<file path="src/rtl/ls_exec_unit_pkg.sv">
// Shared definitions for the load/store execution unit: op encodings,
// default widths, FSM state encoding, memory access lengths and small
// op-decoding helpers used by the top FSM and the load extender.
package ls_exec_unit_pkg;

  localparam int PKG_ROB_ID_W = 4;
  localparam int PKG_OP_W     = 6;

  // Op encodings shared with the load/store buffer
  localparam logic [PKG_OP_W-1:0] OP_LB  = 6'd0;
  localparam logic [PKG_OP_W-1:0] OP_LH  = 6'd1;
  localparam logic [PKG_OP_W-1:0] OP_LW  = 6'd2;
  localparam logic [PKG_OP_W-1:0] OP_LBU = 6'd3;
  localparam logic [PKG_OP_W-1:0] OP_LHU = 6'd4;
  localparam logic [PKG_OP_W-1:0] OP_SB  = 6'd5;
  localparam logic [PKG_OP_W-1:0] OP_SH  = 6'd6;
  localparam logic [PKG_OP_W-1:0] OP_SW  = 6'd7;

  // Memory controller access lengths in bytes
  localparam logic [2:0] LEN_B = 3'd1;
  localparam logic [2:0] LEN_H = 3'd2;
  localparam logic [2:0] LEN_W = 3'd4;

  // LD_DRAIN swallows the mc_done of a load flushed after it was acked
  typedef enum logic [2:0] {
    IDLE     = 3'd0,
    LD_REQ   = 3'd1,
    LD_WAIT  = 3'd2,
    LD_DRAIN = 3'd3,
    ST_HOLD  = 3'd4,
    ST_REQ   = 3'd5,
    ST_WAIT  = 3'd6
  } state_e;

  function automatic logic [2:0] op_len(input logic [PKG_OP_W-1:0] op);
    case (op)
      OP_LB, OP_LBU, OP_SB: op_len = LEN_B;
      OP_LH, OP_LHU, OP_SH: op_len = LEN_H;
      OP_LW, OP_SW:         op_len = LEN_W;
      default:              op_len = 3'd0;
    endcase
  endfunction

  function automatic logic op_is_load(input logic [PKG_OP_W-1:0] op);
    op_is_load = (op == OP_LB) || (op == OP_LH) || (op == OP_LW) ||
                 (op == OP_LBU) || (op == OP_LHU);
  endfunction

  function automatic logic op_is_store(input logic [PKG_OP_W-1:0] op);
    op_is_store = (op == OP_SB) || (op == OP_SH) || (op == OP_SW);
  endfunction

endpackage

</file>
<file path="src/rtl/ls_exec_unit_load_extend.sv">
// load_extend: combinational sign/zero extension of raw memory read data.
// Ports: op  - load op id (LB/LH/LW/LBU/LHU)
//        raw - read data from the memory controller, low bytes significant
//        value - 32-bit architectural load result
module load_extend
  import ls_exec_unit_pkg::*;
#(
  parameter int OP_W = PKG_OP_W
) (
  input  logic [OP_W-1:0] op,
  input  logic [31:0]     raw,
  output logic [31:0]     value
);

  // Select extension by op; anything that is not a narrow load passes through
  always_comb begin
    value = raw;
    case (op)
      OP_LB:   value = {{24{raw[7]}}, raw[7:0]};
      OP_LH:   value = {{16{raw[15]}}, raw[15:0]};
      OP_LBU:  value = {24'd0, raw[7:0]};
      OP_LHU:  value = {16'd0, raw[15:0]};
      default: value = raw;
    endcase
  end

endmodule

</file>
<file path="src/rtl/ls_exec_unit.sv">
// ls_exec_unit: load/store execution stage behind the load/store buffer.
// Accepts one op at a time, computes rs1+imm, runs the memory controller
// req/ack/done handshake, broadcasts load data or store addresses, and
// holds stores until the ROB commits them.
// Ports: clk/rst (sync active-high)/rdy (global freeze); in_* issue port;
//        ready; mc_* memory controller handshake; rob_commit_* store commit;
//        res_* result broadcast; roll_back speculative flush.
module ls_exec_unit
  import ls_exec_unit_pkg::*;
#(
  parameter int ROB_ID_W = PKG_ROB_ID_W,
  parameter int OP_W     = PKG_OP_W
) (
  input  logic                clk,
  input  logic                rst,
  input  logic                rdy,
  input  logic                in_valid,
  input  logic [OP_W-1:0]     in_op,
  input  logic [31:0]         in_rs1,
  input  logic [31:0]         in_rs2,
  input  logic [31:0]         in_imm,
  input  logic [ROB_ID_W-1:0] in_rob_id,
  output logic                ready,
  output logic                mc_req,
  output logic                mc_wr,
  output logic [31:0]         mc_addr,
  output logic [2:0]          mc_len,
  output logic [31:0]         mc_wdata,
  input  logic                mc_ack,
  input  logic                mc_done,
  input  logic [31:0]         mc_rdata,
  input  logic                rob_commit_store,
  input  logic [ROB_ID_W-1:0] rob_commit_id,
  output logic                res_valid,
  output logic [ROB_ID_W-1:0] res_rob_id,
  output logic [31:0]         res_value,
  output logic                res_is_store,
  input  logic                roll_back
);

  state_e              state_r, next_state_s;
  logic [OP_W-1:0]     op_r;
  logic [ROB_ID_W-1:0] rob_id_r;
  logic                mc_req_r, mc_wr_r, res_valid_r, res_is_store_r;
  logic [31:0]         mc_addr_r, mc_wdata_r, res_value_r;
  logic [2:0]          mc_len_r;
  logic [ROB_ID_W-1:0] res_rob_id_r;
  logic [31:0]         addr_s, ext_s;
  logic                accept_s, ld_accept_s, st_accept_s, load_done_s;

  load_extend #(.OP_W(OP_W)) u_load_extend (
    .op    (op_r),
    .raw   (mc_rdata),
    .value (ext_s)
  );

  // roll_back masks both ready and acceptance, so it wins over in_valid
  assign ready       = (state_r == IDLE) && !roll_back;
  assign addr_s      = in_rs1 + in_imm;
  assign accept_s    = in_valid && ready;
  assign ld_accept_s = accept_s && op_is_load(in_op);
  assign st_accept_s = accept_s && op_is_store(in_op);
  // A flushed load still consumes its mc_done but never broadcasts
  assign load_done_s = (state_r == LD_WAIT) && mc_done && !roll_back;

  // Next-state logic for the single-op load/store sequencer
  always_comb begin
    next_state_s = state_r;
    case (state_r)
      IDLE: begin
        if (ld_accept_s)      next_state_s = LD_REQ;
        else if (st_accept_s) next_state_s = ST_HOLD;
        else                  next_state_s = IDLE;
      end
      LD_REQ: begin
        // An ack coinciding with a flush means the access is in flight
        if (roll_back)   next_state_s = mc_ack ? LD_DRAIN : IDLE;
        else if (mc_ack) next_state_s = LD_WAIT;
        else             next_state_s = LD_REQ;
      end
      LD_WAIT: begin
        if (mc_done)        next_state_s = IDLE;
        else if (roll_back) next_state_s = LD_DRAIN;
        else                next_state_s = LD_WAIT;
      end
      LD_DRAIN: begin
        if (mc_done) next_state_s = IDLE;
        else         next_state_s = LD_DRAIN;
      end
      ST_HOLD: begin
        if (roll_back)
          next_state_s = IDLE;
        else if (rob_commit_store && (rob_commit_id == rob_id_r))
          next_state_s = ST_REQ;
        else
          next_state_s = ST_HOLD;
      end
      // Committed stores ignore roll_back and always finish
      ST_REQ: begin
        if (mc_ack) next_state_s = ST_WAIT;
        else        next_state_s = ST_REQ;
      end
      ST_WAIT: begin
        if (mc_done) next_state_s = IDLE;
        else         next_state_s = ST_WAIT;
      end
      default: next_state_s = IDLE;
    endcase
  end

  // State, captured op context and registered outputs; rdy=0 freezes all
  always_ff @(posedge clk) begin
    if (rst) begin
      state_r        <= IDLE;
      op_r           <= '0;
      rob_id_r       <= '0;
      mc_req_r       <= 1'b0;
      mc_wr_r        <= 1'b0;
      mc_addr_r      <= 32'd0;
      mc_len_r       <= 3'd0;
      mc_wdata_r     <= 32'd0;
      res_valid_r    <= 1'b0;
      res_is_store_r <= 1'b0;
      res_rob_id_r   <= '0;
      res_value_r    <= 32'd0;
    end else if (rdy) begin
      state_r  <= next_state_s;
      mc_req_r <= (next_state_s == LD_REQ) || (next_state_s == ST_REQ);
      mc_wr_r  <= (next_state_s == ST_REQ);
      if (accept_s) begin
        op_r       <= in_op;
        rob_id_r   <= in_rob_id;
        mc_addr_r  <= addr_s;
        mc_len_r   <= op_len(in_op);
        mc_wdata_r <= st_accept_s ? in_rs2 : 32'd0;
      end
      res_valid_r    <= st_accept_s || load_done_s;
      res_is_store_r <= st_accept_s;
      if (st_accept_s) begin
        res_rob_id_r <= in_rob_id;
        res_value_r  <= addr_s;
      end else if (load_done_s) begin
        res_rob_id_r <= rob_id_r;
        res_value_r  <= ext_s;
      end
    end
  end

  assign mc_req       = mc_req_r;
  assign mc_wr        = mc_wr_r;
  assign mc_addr      = mc_addr_r;
  assign mc_len       = mc_len_r;
  assign mc_wdata     = mc_wdata_r;
  assign res_valid    = res_valid_r;
  assign res_is_store = res_is_store_r;
  assign res_rob_id   = res_rob_id_r;
  assign res_value    = res_value_r;

endmodule
</file>
<file path="config.mk">
export PLATFORM = sky130hd
export DESIGN_NAME = ls_exec_unit
export DESIGN_NICKNAME = d
export VERILOG_FILES = /design/src/rtl/ls_exec_unit_pkg.sv /design/src/rtl/ls_exec_unit_load_extend.sv /design/src/rtl/ls_exec_unit.sv
export SDC_FILE = /design/constraint.sdc
export NUM_CORES = 1
export LEC_CHECK = 0
export ABC_AREA = 1
export ABC_CLOCK_PERIOD_IN_PS = 2200
export CORE_ASPECT_RATIO = 0.8
export CORE_MARGIN = 8
export CORE_UTILIZATION = 42
export DETAILED_ROUTE_END_ITERATION = 6
export HOLD_SLACK_MARGIN = 0.1
export MAX_ROUTING_LAYER = met4
export PLACE_DENSITY = 0.86
export SLEW_MARGIN = 15
export SYNTH_ARGS = -nofsm -noshare
export SYNTH_HDL_FRONTEND = slang
export SYNTH_SLANG_ARGS = --single-unit
</file>
<file path="constraint.sdc">
create_clock -name clk -period 2.2 [get_ports clk]
set_input_delay 0.66 -clock clk [delete_from_list [all_inputs] [get_ports clk]]
set_output_delay 0.66 -clock clk [all_outputs]
set_load 0.03 [all_outputs]
</file>
==> impl_metrics.py, run 1 <==
metrics = {
    "cts": {
        "clk_pin_slew_ps": 60,
        "cts_made_buffers": 17,
        "clkLatencyLatePin_ps": 420,
        "cts_tree": "done",
        "clock_path_buffers": 2,
        "htreeDepth": 4,
        "clock-sinks": 120,
        "postCtsHoldBufs": 0,
        "root_buffer": "clkbuf_16",
    },
    "setup_path": {
        "critical_path_required_ps": 2520,
        "slowest_delay_ps": 460,
        "critPathMostFrequentCell": "nand2_1",
        "critPathKind": "input pin to flip-flop",
        "path_cells": "clkdlybuf4s50_1 > ha_4 > nand2_2 > nor2_2 > nand2_1 > nor2_1 > nand2_2 > nand2_1 > nand2_1 > nand3_1 > nand3_1 > nand2_1 > inv_1",
        "start_kind": "input pin",
        "critPathCaptureType": "flip-flop",
        "cp.arrival_ps": 2510,
        "slowest_stage": "clkdlybuf4s50_1",
        "critPathMaxFanout": 3,
        "r2r_slack_ps": 280,
    },
    "place": {
        "place.gp.congestion": 0.929,
        "port_buffers": 257,
        "place_hpwl_mm": 23.6,
    },
    "synth": {
        "synth_cell_types": 39,
        "syn_avg_cell_area_sq_um": 6.12,
        "yosys_warnings": 0,
        "ys_ff_latch": 120,
        "synthCells": 1275,
        "synth_area_leader_cell": "dfxtp_1",
        "syn_nets": 1461,
        "synth_top_area_frac": 0.308,
        "syn_area_sq_um": 7810,
        "yosysSeqAreaShare": 0.308,
        "synth_area_leaders": "dfxtp_1 31%, nand2_1 20%, inv_1 10%",
    },
    "floorplan": {
        "initial_core_util": 0.430,
        "die-area_sq_um": 23200,
        "die_h_um": 138,
        "core_area_sq_um": 18200,
        "die_w_um": 168,
        "ios": 258,
        "num_rows": 44,
    },
    "finish": {
        "final_common_cell": "nand2_1",
        "fillers": 1433,
        "area_growth_pct": 65.2,
        "utilization": 0.710,
        "seqCellArea_sq_um": 2400,
        "final_nets": 1808,
        "multi_input_comb_area_sq_um": 5100,
        "mostFrequentLayoutCells": "362 x nand2_1, 200 x inv_1, 194 x clkdlybuf4s50_1",
        "drive_gt1_frac": 0.192,
    },
    "global_route": {
        "track_usage": 0.264,
        "grt_max_degree": 64,
        "antenna_found_initial": 3,
        "grt_overflow": 0,
        "grt_pass1_wl_mm": 47.2,
        "grt_pass1_vias": 9021,
    },
    "sta": {
        "finalMaxSlewViolations": 0,
        "slew-limit-headroom": 0.413,
        "period_minus_slack_ps": 2190,
        "setup_viol": 0,
        "tightestPinTransition_ps": 878,
        "fin_crit_sh": 0.995,
        "hold_viol_final": 0,
        "max_freq_mhz": 457,
        "fin_tns_setup_ps": 0,
        "finClkSkew_ps": 8.56,
        "rsz0062_at_grt": "yes",
    },
    "detailed_routing": {
        "dr.first_iter.drc_count": 887,
        "viasPerCell": 5.22,
        "drt-total-wl_mm": 32.6,
        "route.detailed.wl_per_inst_um": 17.4,
        "antenna_left": 0,
        "drtPass1Iterations": 7,
        "drc_errors": 3,
        "vias": 9745,
    },
    "outcome": {
        "violations": "design-rule violations",
        "outcome": "finished, violations left",
    },
    "worst_hold_path": {
        "hp-class": "flip-flop to flip-flop",
    },
    "pwr": {
        "finalPower_mw": 7.29,
        "p_per_area_nw_per_um2": 565,
        "vdd_ir_drop_max_mv": 0.534,
        "p_leak_nw": 6.63,
    },
    "run": {
        "maxCapViolations": 0,
    },
}
## sequential cells by signal, indices dropped and copies added (netlist names)
| name | count |
|---|---|
| mc_addr | 32 |
| mc_len | 3 |
| mc_req | 1 |
| mc_wdata | 32 |
| mc_wr | 1 |
| op_r | 6 |
| res_is_store | 1 |
| res_rob_id | 4 |
| res_valid | 1 |
| res_value | 32 |
| rob_id_r | 4 |
| state_r | 3 |
## worst max-delay path: cells and delay by family
family	cells	cell delay, ps
buffers and inverters	2	500
adders and majority gates	1	310
and+or+nand+nor	10	1050
## synth_stat cells
cell and n:
nand2_1 411, inv_1 212, dfxtp_1 120, nand3_1 102
nor2_1 95, a21oi_1 79, o21ai_0 61, ha_1 35
clkbuf_1 20, o211ai_1 16, nor3_1 13, nand4_1 12
xor2_1 12, buf_2 11, buf_4 10, o21ai_1 10
a31oi_1 6, xnor2_1 6, and2_1 5, buf_1 5
o21bai_1 4, buf_6 3, inv_2 3, a211oi_1 2
a21o_1 2, nand2_2 2, nand2_4 2, nand3b_1 2
nor3_4 2, o21a_1 2, or2_2 2, a211oi_2 1
and2_4 1, and3_1 1, clkinv_1 1, fa_1 1
inv_4 1, nand2_8 1, or2_1 1
## where the power goes
| part | internal, mW | switching (mW) | leakage (nW) |
|---|---|---|---|
| sequential | 2.23 | 0.0376 | 0.972 |
| combinational | 0.951 | 1.16 | 5.37 |
| clock | 1.84 | 1.07 | 0.285 |
| total | 5.02 | 2.27 | 6.63 |
## routing by layer
layer	share of wire	vias up	track usage	wire length, um
li1	-	4684	-	-
met1	0.44	4480	0.341	14200
met2	0.44	494	0.398	14500
met3	0.083	87	0.0589	2710
met4	0.036	0	0.0970	1160
met5	0	-	-	0
## layout make-up
| cell class | count | share of cell area |
|---|---|---|
| clock buffer | 20 | 0.0354 |
| timing repair buffer | 377 | 0.285 |
| sequential | 120 | 0.186 |
| inverter | 217 | 0.0635 |
| antenna | 3 | 0.000582 |
| tap | 230 | 0.0223 |
| clock inverter | 11 | 0.0114 |
| multi-input combinational | 889 | 0.396 |
## kinds of logic (layout without fill, tap and decap cells)
| family | Yosys count | after routing | share of synthesized area |
|---|---|---|---|
| fa+ha+maj | 36 | 36 | 0.0587 |
| other cells | 0 | 3 | 0 |
| simple gates | 652 | 652 | 0.348 |
| xor+xnor | 18 | 18 | 0.0202 |
| flops | 120 | 120 | 0.308 |
| compound gates | 183 | 183 | 0.128 |
| buf+inv | 266 | 625 | 0.138 |
## path summary, 6_finish.rpt
| kind | to | cells past startpoint | startpoint |
|---|---|---|---|
| max | res_value[29] | 13 | in_imm[27] |
| min | mc_wdata[22] | 2 | mc_wdata[22] |
| max reg2reg | res_value[18] | 9 | op_r[5] |
| min reg2reg | mc_wdata[22] | 2 | mc_wdata[22] |
## repair_timing
item,CTS,global route
endpoints found under the setup margin,73,60
pin swaps,29,46
gates resized for setup,86,146
setup buffers,4,4
## through the flow
step	setup slack, ps	instance area (sq um)	cells	hold WS, ps
after floorplan	7.93	7810	1275	444
after global placement	-583	11400	1825	450
after detailed placement	-638	11400	1825	455
after CTS	-9.36	12400	1860	464
after global routing	-50.4	12900	1867	483
final	9.96	12900	1867	464
Power figures use the tool's default switching activity.
==> inputs of run 2 (changes only) <==
- CORE_ASPECT_RATIO: 0.8 -> unset
==> run 2 against run 1 <==
Net effect: the run ends with negative setup slack left; clock skew increased by 0.82 ps; non-clock buffer count unchanged; core utilization decreased by 0.44 points; largest power group unchanged; worst setup slack got worse by 150 ps; global-route usage increased by 0.21 points; critical endpoint is now res_value[17].
==> impl_metrics.py, run 2 (synthesized netlist as in run 1, its figures left out) <==
metrics = {
    "outcome": {
        "outcome": "finished, violations left",
        "violations": "negative setup slack",
    },
    "floorplan": {
        "die_w_um": 152,
        "initial_core_util": 0.423,
        "die-area_sq_um": 23200,
        "num_rows": 50,
        "core_area_sq_um": 18500,
        "ios": 258,
        "die_h_um": 152,
    },
    "cts": {
        "root_buffer": "clkbuf_16",
        "htreeDepth": 4,
        "clock_path_buffers": 2,
        "cts_made_buffers": 17,
        "cts_tree": "done",
        "clkLatencyLatePin_ps": 420,
        "postCtsHoldBufs": 0,
        "clk_pin_slew_ps": 60,
        "clock-sinks": 120,
    },
    "sta": {
        "max_freq_mhz": 427,
        "finClkSkew_ps": 9.39,
        "tightestPinTransition_ps": 701,
        "fin_tns_setup_ps": -410,
        "fin_crit_sh": 1.06,
        "slew-limit-headroom": 0.532,
        "finalMaxSlewViolations": 0,
        "finalWorstSetupSlack_ps": -140,
        "hold_viol_final": 0,
        "rsz0062_at_grt": "yes",
        "setup_viol": 11,
        "whs_ps": 462,
        "period_minus_slack_ps": 2340,
    },
    "pwr": {
        "vdd_ir_drop_max_mv": 0.542,
        "p_leak_nw": 6.86,
        "p_per_area_nw_per_um2": 564,
    },
    "detailed_routing": {
        "vias": 10100,
        "viasPerCell": 5.40,
        "drt-total-wl_mm": 33.6,
        "route.detailed.wl_per_inst_um": 18.0,
        "antenna_left": 0,
        "drc_errors": 0,
        "drtPass1Iterations": 6,
        "dr.first_iter.drc_count": 1060,
    },
    "global_route": {
        "grt_overflow": 0,
        "track_usage": 0.266,
        "grt_pass1_wl_mm": 48.5,
        "grt_max_degree": 48,
        "grt_pass1_vias": 9501,
        "antenna_found_initial": 0,
    },
    "place": {
        "port_buffers": 257,
        "place_hpwl_mm": 23.0,
        "pre_cts_ws_ps": -619,
        "place.gp.congestion": 0.966,
    },
    "setup_path": {
        "path_buf_inv": 5,
        "path_cells": "clkdlybuf4s50_1 > ha_4 > nand2_2 > inv_1 > nand2_1 > nand2_1 > inv_1 > nand2_2 > inv_1 > nand3_1 > nand2_1 > nand2_2 > nand2_1 > nand3_1 > nand2_1 > inv_1",
        "critPathMostFrequentCell": "nand2_1",
        "critPathCaptureType": "flip-flop",
        "critPathMaxFanout": 4,
        "critical_path_required_ps": 2510,
        "path_delay_family": "simple AND/OR/NAND/NOR gates",
        "start_kind": "input pin",
        "r2r_slack_ps": 340,
        "slowest_stage": "clkdlybuf4s50_1",
        "critPathKind": "input pin to flip-flop",
        "slowest_delay_ps": 510,
        "cp.arrival_ps": 2650,
    },
    "finish": {
        "drive_gt1_frac": 0.196,
        "multi_input_comb_area_sq_um": 5140,
        "area_growth_pct": 66.8,
        "diodes": 0,
        "fillers": 1315,
        "mostFrequentLayoutCells": "358 x nand2_1, 202 x inv_1, 190 x clkdlybuf4s50_1",
        "seqCellArea_sq_um": 2400,
        "final_common_cell": "nand2_1",
        "final_nets": 1808,
    },
    "run": {
        "maxCapViolations": 0,
    },
    "worst_hold_path": {
        "hp-class": "flip-flop to flip-flop",
    },
}
[run 2: cell types whose count changed in the layout (fill, tap and decap cells not counted), sizes merged]
cell / change
clkinvlp: -1
inv: +1
clkdlybuf4s50: -4
clkinv: +2
diode: -3
dlygate4sd2: -15
dlymetal6s2s: +19
clkdlybuf4s15: +2
clkbuf: -4
[run 2: power breakdown]
| group | total (mW) | internal (mW) | switching, mW |
|---|---|---|---|
| sequential | 2.27 | 2.23 | 0.0393 |
| combinational | 2.16 | 0.963 | 1.19 |
| clock | 2.92 | 1.82 | 1.11 |
[run 2: worst paths after layout]
| kind | from | to | cells past startpoint |
|---|---|---|---|
| setup reg to reg | state_r[1] | mc_addr[9] | 9 |
| setup / recovery | in_imm[15] | res_value[17] | 16 |
| hold / removal | mc_wdata[20] | mc_wdata[20] | 2 |
| hold reg to reg | mc_wdata[20] | mc_wdata[20] | 2 |
[run 2: per-stage QoR]
| stage | instance area (sq um) | total power, mW | instances | utilization |
|---|---|---|---|---|
| 6_report | 13000 | 7.35 | 1868 | 0.705 |
| 5_1_grt | 13000 | 7.62 | 1868 | 0.705 |
| 4_1_cts | 12400 | 7.12 | 1859 | 0.672 |
| 3_5_place_dp | 11400 | 4.09 | 1825 | 0.616 |
| 3_3_place_gp | 11400 | 4.06 | 1825 | 0.616 |
| 2_1_floorplan | 7810 | 3.22 | 1275 | - |
[run 2: layout make-up]
| class | count | area share |
|---|---|---|
| timing repair buffer | 377 | 0.288 |
| inverter | 217 | 0.0628 |
| sequential | 120 | 0.185 |
| multi-input combinational | 889 | 0.395 |
| tap | 234 | 0.0225 |
| clock buffer | 18 | 0.0337 |
| clock inverter | 13 | 0.0131 |
[run 2: layer usage]
layer,global-route usage,part of all wire
met5,-,0
met4,0.129,0.056
met3,0.0528,0.093
met2,0.442,0.47
met1,0.302,0.38
[run 2: what timing repair did]
item	CTS	global route
gates resized for setup	69	176
setup endpoints to repair	90	69
setup buffers	3	9
pin swaps	11	45
[run 2: worst min-delay path: cells and delay by family (launching register included)]
| kind | cells | cell delay [ps] |
|---|---|---|
| and+or+nand+nor | 1 | 60 |
| AOI/OAI and AO/OA | 1 | 50 |
| DFF | 1 | 310 |
